[src/rtl/dmem_arb_pkg.sv]
// Shared types and defaults for the data-memory arbiter.
// The optional range check is enabled by defining DMEM_ARBITER_RANGE_CHK_EN.
package dmem_arb_pkg;

  typedef enum logic [0:0] {
    IDLE = 1'b0,
    ACK  = 1'b1
  } state_e;

  typedef enum logic [0:0] {
    PORT_CPU = 1'b0,
    PORT_AUX = 1'b1
  } port_e;

  localparam int MEM_WORDS_DEF = 51;
  localparam int MAX_WAIT_DEF  = 3;

  // True when the byte address selects a word beyond the attached memory.
  function automatic logic word_out_of_range(input logic [31:0] addr, input int words);
    return ({20'd0, addr[13:2]} >= 32'(words));
  endfunction

endpackage

[src/rtl/dmem_arb_prio.sv]
// Grant selection between the CPU and aux ports, with a starvation counter
// that forces an aux grant after MAX_WAIT consecutive CPU wins under contention.
module dmem_arb_prio
  import dmem_arb_pkg::*;
#(
  parameter int MAX_WAIT = MAX_WAIT_DEF
) (
  input  logic clk,
  input  logic reset,
  input  logic i_idle,
  input  logic i_c_req,
  input  logic i_x_req,
  output logic o_grant,
  output logic o_gport
);

  localparam int            WW       = (MAX_WAIT < 1) ? 1 : $clog2(MAX_WAIT + 1);
  localparam logic [WW-1:0] WAIT_SAT = WW'(MAX_WAIT);

  logic [WW-1:0] r_wait_cnt;
  logic          w_aux_forced;

  // Grant decision: CPU first unless aux has waited long enough; only while idle.
  always_comb begin
    w_aux_forced = (r_wait_cnt == WAIT_SAT) && i_x_req;
    o_grant      = 1'b0;
    o_gport      = PORT_CPU;
    if (i_idle) begin
      if (i_c_req && !w_aux_forced) begin
        o_grant = 1'b1;
        o_gport = PORT_CPU;
      end else if (i_x_req) begin
        o_grant = 1'b1;
        o_gport = PORT_AUX;
      end else begin
        o_grant = 1'b0;
        o_gport = PORT_CPU;
      end
    end else begin
      o_grant = 1'b0;
      o_gport = PORT_CPU;
    end
  end

  // Count consecutive CPU wins while aux is waiting; saturate at MAX_WAIT.
  always_ff @(posedge clk) begin
    if (reset) begin
      r_wait_cnt <= {WW{1'b0}};
    end else if (i_idle) begin
      if (!i_x_req) begin
        r_wait_cnt <= {WW{1'b0}};
      end else if (o_grant && (o_gport == PORT_AUX)) begin
        r_wait_cnt <= {WW{1'b0}};
      end else if (o_grant && (r_wait_cnt != WAIT_SAT)) begin
        r_wait_cnt <= r_wait_cnt + {{(WW-1){1'b0}}, 1'b1};
      end else begin
        r_wait_cnt <= r_wait_cnt;
      end
    end else begin
      r_wait_cnt <= r_wait_cnt;
    end
  end

endmodule

[src/rtl/dmem_arbiter.sv]
// Two-port (CPU / aux) arbiter in front of a single-ported data memory.
// One access per two cycles: grant cycle (IDLE) then acknowledge cycle (ACK).
// Optional feature macro: DMEM_ARBITER_RANGE_CHK_EN (out-of-range words raise *_err).
module dmem_arbiter
  import dmem_arb_pkg::*;
#(
  parameter int MEM_WORDS = MEM_WORDS_DEF,
  parameter int MAX_WAIT  = MAX_WAIT_DEF
) (
  input  logic        clk,
  input  logic        reset,
  input  logic        c_req,
  input  logic        c_we,
  input  logic [31:0] c_addr,
  input  logic [31:0] c_wd,
  output logic        c_ack,
  output logic [31:0] c_rd,
  output logic        c_err,
  input  logic        x_req,
  input  logic        x_we,
  input  logic [31:0] x_addr,
  input  logic [31:0] x_wd,
  output logic        x_ack,
  output logic [31:0] x_rd,
  output logic        x_err,
  output logic        m_we,
  output logic [31:0] m_a,
  output logic [31:0] m_wd,
  input  logic [31:0] m_rd,
  output logic        busy
);

  localparam logic [0:0] ST_IDLE = IDLE;
  localparam logic [0:0] ST_ACK  = ACK;

  // A word index is 12 bits wide, so larger memories cannot be addressed.
  if (MEM_WORDS < 1 || MEM_WORDS > 4096) begin : g_bad_mem_words
    $error("dmem_arbiter: MEM_WORDS must be within 1..4096");
  end

  logic [0:0]  r_state;
  logic        r_c_ack, r_x_ack, r_c_err, r_x_err;
  logic [31:0] r_c_rd, r_x_rd;

  logic        w_grant, w_gport, w_sel_we, w_oob;
  logic [31:0] w_sel_addr, w_sel_wd, w_load;

  dmem_arb_prio #(.MAX_WAIT(MAX_WAIT)) u_prio (
    .clk     (clk),
    .reset   (reset),
    .i_idle  (r_state == ST_IDLE),
    .i_c_req (c_req),
    .i_x_req (x_req),
    .o_grant (w_grant),
    .o_gport (w_gport)
  );

  // Route the granted port onto the memory bus; bus is quiet without a grant.
  always_comb begin
    if (w_gport == PORT_AUX) begin
      w_sel_we   = x_we;
      w_sel_addr = x_addr;
      w_sel_wd   = x_wd;
    end else begin
      w_sel_we   = c_we;
      w_sel_addr = c_addr;
      w_sel_wd   = c_wd;
    end
`ifdef DMEM_ARBITER_RANGE_CHK_EN
    w_oob = word_out_of_range(w_sel_addr, MEM_WORDS);
`else
    w_oob = 1'b0;
`endif
    w_load = w_oob ? 32'd0 : m_rd;
    if (w_grant) begin
      m_a  = w_sel_addr;
      m_wd = w_sel_wd;
      m_we = w_sel_we && !w_oob && !reset;
    end else begin
      m_a  = 32'd0;
      m_wd = 32'd0;
      m_we = 1'b0;
    end
  end

  // FSM plus per-port ack/read-data/error registers; ack and err last one ACK cycle.
  always_ff @(posedge clk) begin
    if (reset) begin
      r_state <= ST_IDLE;
      r_c_ack <= 1'b0;
      r_x_ack <= 1'b0;
      r_c_err <= 1'b0;
      r_x_err <= 1'b0;
      r_c_rd  <= 32'd0;
      r_x_rd  <= 32'd0;
    end else if ((r_state == ST_IDLE) && w_grant) begin
      r_state <= ST_ACK;
      r_c_ack <= (w_gport == PORT_CPU);
      r_x_ack <= (w_gport == PORT_AUX);
      r_c_err <= (w_gport == PORT_CPU) && w_oob;
      r_x_err <= (w_gport == PORT_AUX) && w_oob;
      r_c_rd  <= (w_gport == PORT_CPU) ? w_load : r_c_rd;
      r_x_rd  <= (w_gport == PORT_AUX) ? w_load : r_x_rd;
    end else begin
      r_state <= ST_IDLE;
      r_c_ack <= 1'b0;
      r_x_ack <= 1'b0;
      r_c_err <= 1'b0;
      r_x_err <= 1'b0;
      r_c_rd  <= r_c_rd;
      r_x_rd  <= r_x_rd;
    end
  end

  assign c_ack = r_c_ack;
  assign x_ack = r_x_ack;
  assign c_rd  = r_c_rd;
  assign x_rd  = r_x_rd;
  assign c_err = r_c_err;
  assign x_err = r_x_err;
  assign busy  = (r_state == ST_ACK);

endmodule
[config.mk]
export PLATFORM = sky130hd
export DESIGN_NAME = dmem_arbiter
export DESIGN_NICKNAME = d
export VERILOG_FILES = /design/src/rtl/dmem_arb_pkg.sv /design/src/rtl/dmem_arb_prio.sv /design/src/rtl/dmem_arbiter.sv
export SDC_FILE = /design/constraint.sdc
export NUM_CORES = 1
export LEC_CHECK = 0
export CAP_MARGIN = 30
export CORE_AREA = 2 2 117 119
export CTS_CLUSTER_DIAMETER = 50
export DETAILED_ROUTE_END_ITERATION = 8
export DIE_AREA = 0 0 119 121
export DONT_BUFFER_PORTS = 1
export SLEW_MARGIN = 20
export SYNTH_ARGS = -nofsm -noshare
export SYNTH_HDL_FRONTEND = slang
export SYNTH_SLANG_ARGS = --single-unit
[constraint.sdc]
create_clock -name clk -period 1.57 [get_ports clk]
set_clock_uncertainty 0.1 [all_clocks]
set_input_delay 0.157 -clock clk [delete_from_list [all_inputs] [get_ports clk]]
set_output_delay 0.157 -clock clk [all_outputs]
set_load 0.01 [all_outputs]
==> results.toml, run 1 <==
[power]
intPower_mw = 3.41
power_density_nw_per_um2 = 993
clockPowerShare_pct = 38.4
vdd_drop_max_v = 0.000601
finalPower_mw = 4.86
combPwrFrac_pct = 21.1
power.net_switching_mw = 1.45
netSwitchingFraction_pct = 29.8
p_seq_share_pct = 40.5
p_leak_nw = 1.98

[cells_and_area]
fin_cells = 607
drive_gt1_share_pct = 26.6
nets = 591
area_delta_synth_final_pct = 46.2
utilization_pct = 37.4

[floorplanning]
start_util_pct = 25.6
die_y_um = 121
die_w_um = 119
coreArea_um2 = 13100
die_area_um2 = 14400
core.rowCount = 42
ios = 300

[timing]
fmax_ghz = 0.512
layout_setup_ws_ns = -0.384
setup_viol = 70
min_period_ns = 1.95
fin_crit_sh_pct = 124
fin_tns_setup_ns = -21.70
timing.hold.ws_ns = -0.000795
rsz0062_at_grt = "yes"
slew_viol_final = 0
hold_viol = 1

[placement]
dp_cells = 545
routabilityCongestion = 1.09
post-dp-hpwl_um = 14400
port-buffer-count = 0

[cts]
cts_root_buffer = "clkbuf_16"
cts_tree = "yes"
insertion_delay_ns = 0.33
h-tree-depth = 3
numCtsBuffers = 9
cts.sinks = 69
clockBufferDepth = 2
clk_pin_slew_ns = 0.06

[setup_path]
arrival_ns = 1.70
worstSetupPathType = "reg2out"
r2r_cells = 5
critPathMaxStageDelay_ns = 0.35
crit_chain = "ha_4, and2b_2, nor2_4, buf_8, a22o_1, buf_6"
critPathMaxFanout = 17
worst_setup_path_end_kind = "output pin"
crit_path_top_delay_cell = "dfxtp_2"
cp.required_ns = 1.31
worst_setup_path_start_kind = "flop"

[routing]
drt-initial-drc-count = 296
wl_per_cell_um = 32.0
drt-total-wl_um = 19400
viasPerCell = 5.75
drtAntennaViolNets = 0
drc = 0
drtPass1Iterations = 5
num_vias = 3489

[synth]
ys_seq_elements = 69
synth_top_area_cell = "dfxtp_1"
async_reset_ff_share_pct = 0
ys.flop_type = "dfxtp_1"
syn-cell-area_um2 = 3350
synth_cell_types = 29
yosysMostFrequentCell = "dfxtp_1"
yosysWarnings = 0
synth_edf_count = 0
synth.top_cell.area_share_pct = 41.3
yosys-top-cells-count = "dfxtp_1, a22o_1, nand2_1, o21ai_0, a21oi_1"
synthCells = 396
synthTopCellsByArea = "dfxtp_1, a22o_1, nand2_1"
seq_area_frac_synth_pct = 41.3
synth.avg_cell_area_um2 = 8.45

[global_routing]
met2_usage_pct = 41.6
grt_max_degree = 56
grt_pass1_wl_um = 25300
grt_pass1_vias = 3319
antenna_found_initial = 2
grt_util_all_layers_pct = 25.3
grtUsageMet1_pct = 27.7
globalRoute.totalOverflow = 0
met3_usage_pct = 15.5
gr-max-usage-layer = "met2"

[run_status]
violations = "hold timing, setup timing"
status = "complete, but fails checks"

[run]
cap_violations = 0

[hold_path]
hold_path_depth = 2
hold_class = "in2reg"
## kinds of logic after synthesis
logic type,count (synthesis),share of synthesized area (%)
buffers and inverters,48,7.51
DFF,69,41.3
AOI/OAI and AO/OA,142,28.6
other,1,0.112
adders and majority gates,1,0.374
and+or+nand+nor,114,15.9
muxes,21,6.28
## flip-flops by register name, indices dropped and copies added, names as in the netlist
name and count:
x_ack 1, u_prio.r_wait_cnt 2, x_rd 32, busy 1, c_rd 32, c_ack 1
## power groups by stage
stage	clock [mW]	sequential [mW]	combinational, mW
2_1_floorplan	0	1.98	0.534
3_3_place_gp	0	2.00	0.651
3_5_place_dp	0	2.00	0.668
4_1_cts	1.92	1.97	0.920
5_1_grt	1.99	1.98	1.08
6_report	1.87	1.97	1.02
## what timing repair did
item | 4_1_cts | 5_1_grt
pin swaps | 8 | 17
hold endpoints to repair | 69 | 0
setup buffers | 4 | 0
endpoints found under the setup margin | 67 | 104
gates cloned | 4 | 3
hold buffers | 35 | 0
gates resized for setup | 49 | 26
## per-stage QoR
| step | area [µm²] | setup slack, ns |
|---|---|---|
| final | 4890 | -0.384 |
| after global routing | 4890 | -0.459 |
| after CTS | 4640 | -0.400 |
| after detailed placement | 3550 | -0.0884 |
| after global placement | 3550 | -0.0919 |
| after floorplan | 3370 | 0.00124 |
## path summary, 6_finish.rpt
path,start,end,slack [ns]
max reg2reg,u_prio.r_wait_cnt[0]$_SDFFE_PP0P_,x_rd[27]$_SDFFE_PP0P_,-0.02
min,reset,u_prio.r_wait_cnt[0]$_SDFFE_PP0P_,-0.0008
min reg2reg,u_prio.r_wait_cnt[1]$_SDFFE_PP0P_,u_prio.r_wait_cnt[1]$_SDFFE_PP0P_,0.38
max,u_prio.r_wait_cnt[1]$_SDFFE_PP0P_,m_wd[12],-0.38
## routing by layer
metal,up-vias,routed length (µm)
met5,-,0
met4,0,299
met3,22,2990
met2,261,9290
met1,1698,6850
li1,1508,-
## layout by cell type, fill, tap and decap left out, drive strengths merged
cell / Yosys / routed
buf: 25 / 26
nand2b: 2 / 2
and2b: 1 / 1
nand2: 57 / 57
mux2i: 21 / 21
clkbuf: 22 / 12
clkinv: 0 / 4
diode: 0 / 2
nor3: 2 / 2
or3: 1 / 1
clkinvlp: 0 / 1
nand4: 11 / 11
a21oi: 34 / 34
dlygate4sd3: 0 / 34
nor2: 3 / 3
and2: 1 / 1
a32o: 1 / 1
nand3: 32 / 32
inv: 1 / 3
conb: 1 / 2
dfxtp: 69 / 69
a22o: 64 / 64
nor2b: 3 / 3
nand4b: 1 / 1
ha: 1 / 1
o21ai: 43 / 43
## final cells by class
cell class,instances,area [µm²]
Tap cell,176,220
Fill cell,1249,8190
Timing Repair Buffer,63,792
Sequential cell,69,1380
Inverter,1,3.75
Multi-Input combinational cell,280,2210
Clock inverter,7,48.8
Antenna cell,2,5.00
Clock buffer,9,225
## worst max-delay path: cells and delay by family, from the launching register on
kind | cells | cell delay, ns
AO/OA/AOI/OAI | 1 | 0.18
buffers and inverters | 2 | 0.32
flip-flops | 1 | 0.35
adder cells (fa/ha/maj) | 1 | 0.13
AND/OR/NAND/NOR | 2 | 0.38
Power figures use the tool's default switching activity.
==> inputs of run 2 (changes only) <==
==> constraint.sdc (replaced) <==
create_clock -name clk -period 1.57 [get_ports clk]
set_clock_uncertainty 0.1 [all_clocks]
set_input_delay 0 -clock clk [delete_from_list [all_inputs] [get_ports clk]]
set_output_delay 0 -clock clk [all_outputs]
set_load 0.01 [all_outputs]
==> run 2 against run 1 <==
The run ends with setup timing left. Clock-buffer cell count is 2 higher. Register-to-register slack better by 0.07 ns. Sequential power hardly changed. Core utilization is 0.58 points higher. Critical endpoint is now m_wd[8].
==> results.toml, run 2 (synthesis gave the netlist of run 1 again) <==
[setup_path]
worst_setup_path_end_kind = "output pin"
r2r_cells = 6
arrival_ns = 1.70
critPathMaxFanout = 6
crit_path_top_delay_cell = "dfxtp_2"
rrSetupSlack_ns = 0.05
timing.rr.end = "x_rd[18]$_SDFFE_PP0P_"
r2r_start = "u_prio.r_wait_cnt[1]$_SDFFE_PP0P_"
cpLargestDelayFamily = "simple AND/OR/NAND/NOR gates"
worst_setup_path_start_kind = "flop"
cp.required_ns = 1.47
worstSetupPathType = "reg2out"
crit_buf_inv = 2
crit_chain = "ha_4, and2b_2, nor2_4, buf_8, buf_12, a22o_4"
critPathMaxStageDelay_ns = 0.36

[placement]
placed_area_um2 = 3510
routabilityCongestion = 1.16
place_ws_ns = 0.00454
post-dp-hpwl_um = 11700
port-buffer-count = 0

[power]
power_density_nw_per_um2 = 1080
finalPower_mw = 5.37
vdd_drop_max_v = 0.000707
p_leak_nw = 2.01

[global_routing]
met2_usage_pct = 34.5
met3_usage_pct = 11.2
grtUsageMet1_pct = 25.6
grt_pass1_vias = 3276
grt_util_all_layers_pct = 22.0
globalRoute.totalOverflow = 0
grt_max_degree = 39
gr-max-usage-layer = "met2"
grt_pass1_wl_um = 22800
antenna_found_initial = 1

[cts]
clk_pin_slew_ns = 0.05
h-tree-depth = 3
clockBufferDepth = 2
cts_root_buffer = "clkbuf_16"
cts.sinks = 69
insertion_delay_ns = 0.34
numCtsBuffers = 9
cts_tree = "yes"

[cells_and_area]
area_delta_synth_final_pct = 48.4
final_common_cell = "dfxtp_1"
final_cell_mix = "dfxtp_1, nand2_1, a22o_4"
finalInstanceArea_um2 = 4970
nets = 592
drive_gt1_share_pct = 25.3

[timing]
rsz0062_at_grt = "yes"
timing.hold.ws_ns = 0.00632
fin_crit_sh_pct = 115
hold_viol = 0
fmax_ghz = 0.556
setup_viol = 65
slew_viol_final = 0
min_period_ns = 1.80
layout_setup_ws_ns = -0.229

[floorplanning]
start_util_pct = 25.6
die_area_um2 = 14400
die_w_um = 119
core.rowCount = 42
coreArea_um2 = 13100
die_y_um = 121
ios = 300

[routing]
drt-initial-drc-count = 285
drtPass1Iterations = 5
wl_per_cell_um = 27.5
drc = 0
drtAntennaViolNets = 0
drt-total-wl_um = 16700
num_vias = 3445
viasPerCell = 5.68

[hold_path]
min_to = "m_wd[27]"
holdCritStartpoint = "c_wd[27]"
hold_class = "in2out"
hold_path_depth = 1

[run]
cap_violations = 0

[run_status]
violations = "setup timing"
status = "complete, but fails checks"
run 2: worst max path at each step:
stage	slack, ns	cells after the start	to	start
finish	-0.23	6	m_wd[8]	u_prio.r_wait_cnt[1]$_SDFFE_PP0P_
CTS	-0.23	6	m_wd[11]	u_prio.r_wait_cnt[1]$_SDFFE_PP0P_
detailed placement	0.005	5	m_wd[31]	u_prio.r_wait_cnt[0]$_SDFFE_PP0P_
floorplan	0.07	6	m_a[10]	u_prio.r_wait_cnt[0]$_SDFFE_PP0P_
global placement	0.05	5	m_wd[2]	u_prio.r_wait_cnt[0]$_SDFFE_PP0P_
global route	-0.28	6	m_a[4]	u_prio.r_wait_cnt[1]$_SDFFE_PP0P_
run 2: what timing repair did:
action | CTS | global route
endpoints found under the hold margin | 69 | 0
buffers inserted | 4 | 1
resized for setup | 61 | 28
cloned | 6 | 1
pin swaps | 42 | 7
hold buffers | 36 | 0
setup endpoints to repair | 65 | 90
run 2: report_power, final:
| part | switching (mW) | total [mW] | internal (mW) | leakage [nW] |
|---|---|---|---|---|
| Sequential | 0.114 | 1.96 | 1.85 | 0.566 |
| Combinational | 0.541 | 1.03 | 0.489 | 1.27 |
| Clock | 0.776 | 2.38 | 1.60 | 0.170 |
| Total | 1.43 | 5.37 | 3.94 | 2.01 |
run 2: worst register-to-register path: cells and delay by family (launching register included):
| family | cells | cell delay, ns |
|---|---|---|
| simple gates | 1 | 0.23 |
| compound gates | 2 | 0.28 |
| buf+inv | 2 | 0.29 |
| fa+ha+maj | 1 | 0.14 |
| flops | 1 | 0.36 |
run 2: layer usage:
metal / up-vias / share of wire, %
met1: 1653 / 39
met5: - / 0
met2: 251 / 45
met3: 28 / 12
li1: 1513 / -
met4: 0 / 3.5
run 2: cell type report:
type	count	area, µm²
Inverter	1	3.75
Antenna cell	1	2.50
Fill cell	1259	8120
Clock inverter	5	108
Tap cell	176	220
Clock buffer	11	243
Timing Repair Buffer	64	807
Sequential cell	69	1380
Multi-Input combinational cell	280	2200
run 2: per-stage QoR:
step	std cells	util (%)	setup TNS [ns]
floorplan	397	-	0
global placement	542	26.9	0
detailed placement	542	26.9	0
CTS	604	36.9	-13.71
global route	607	38.0	-16.71
finish	607	38.0	-13.59
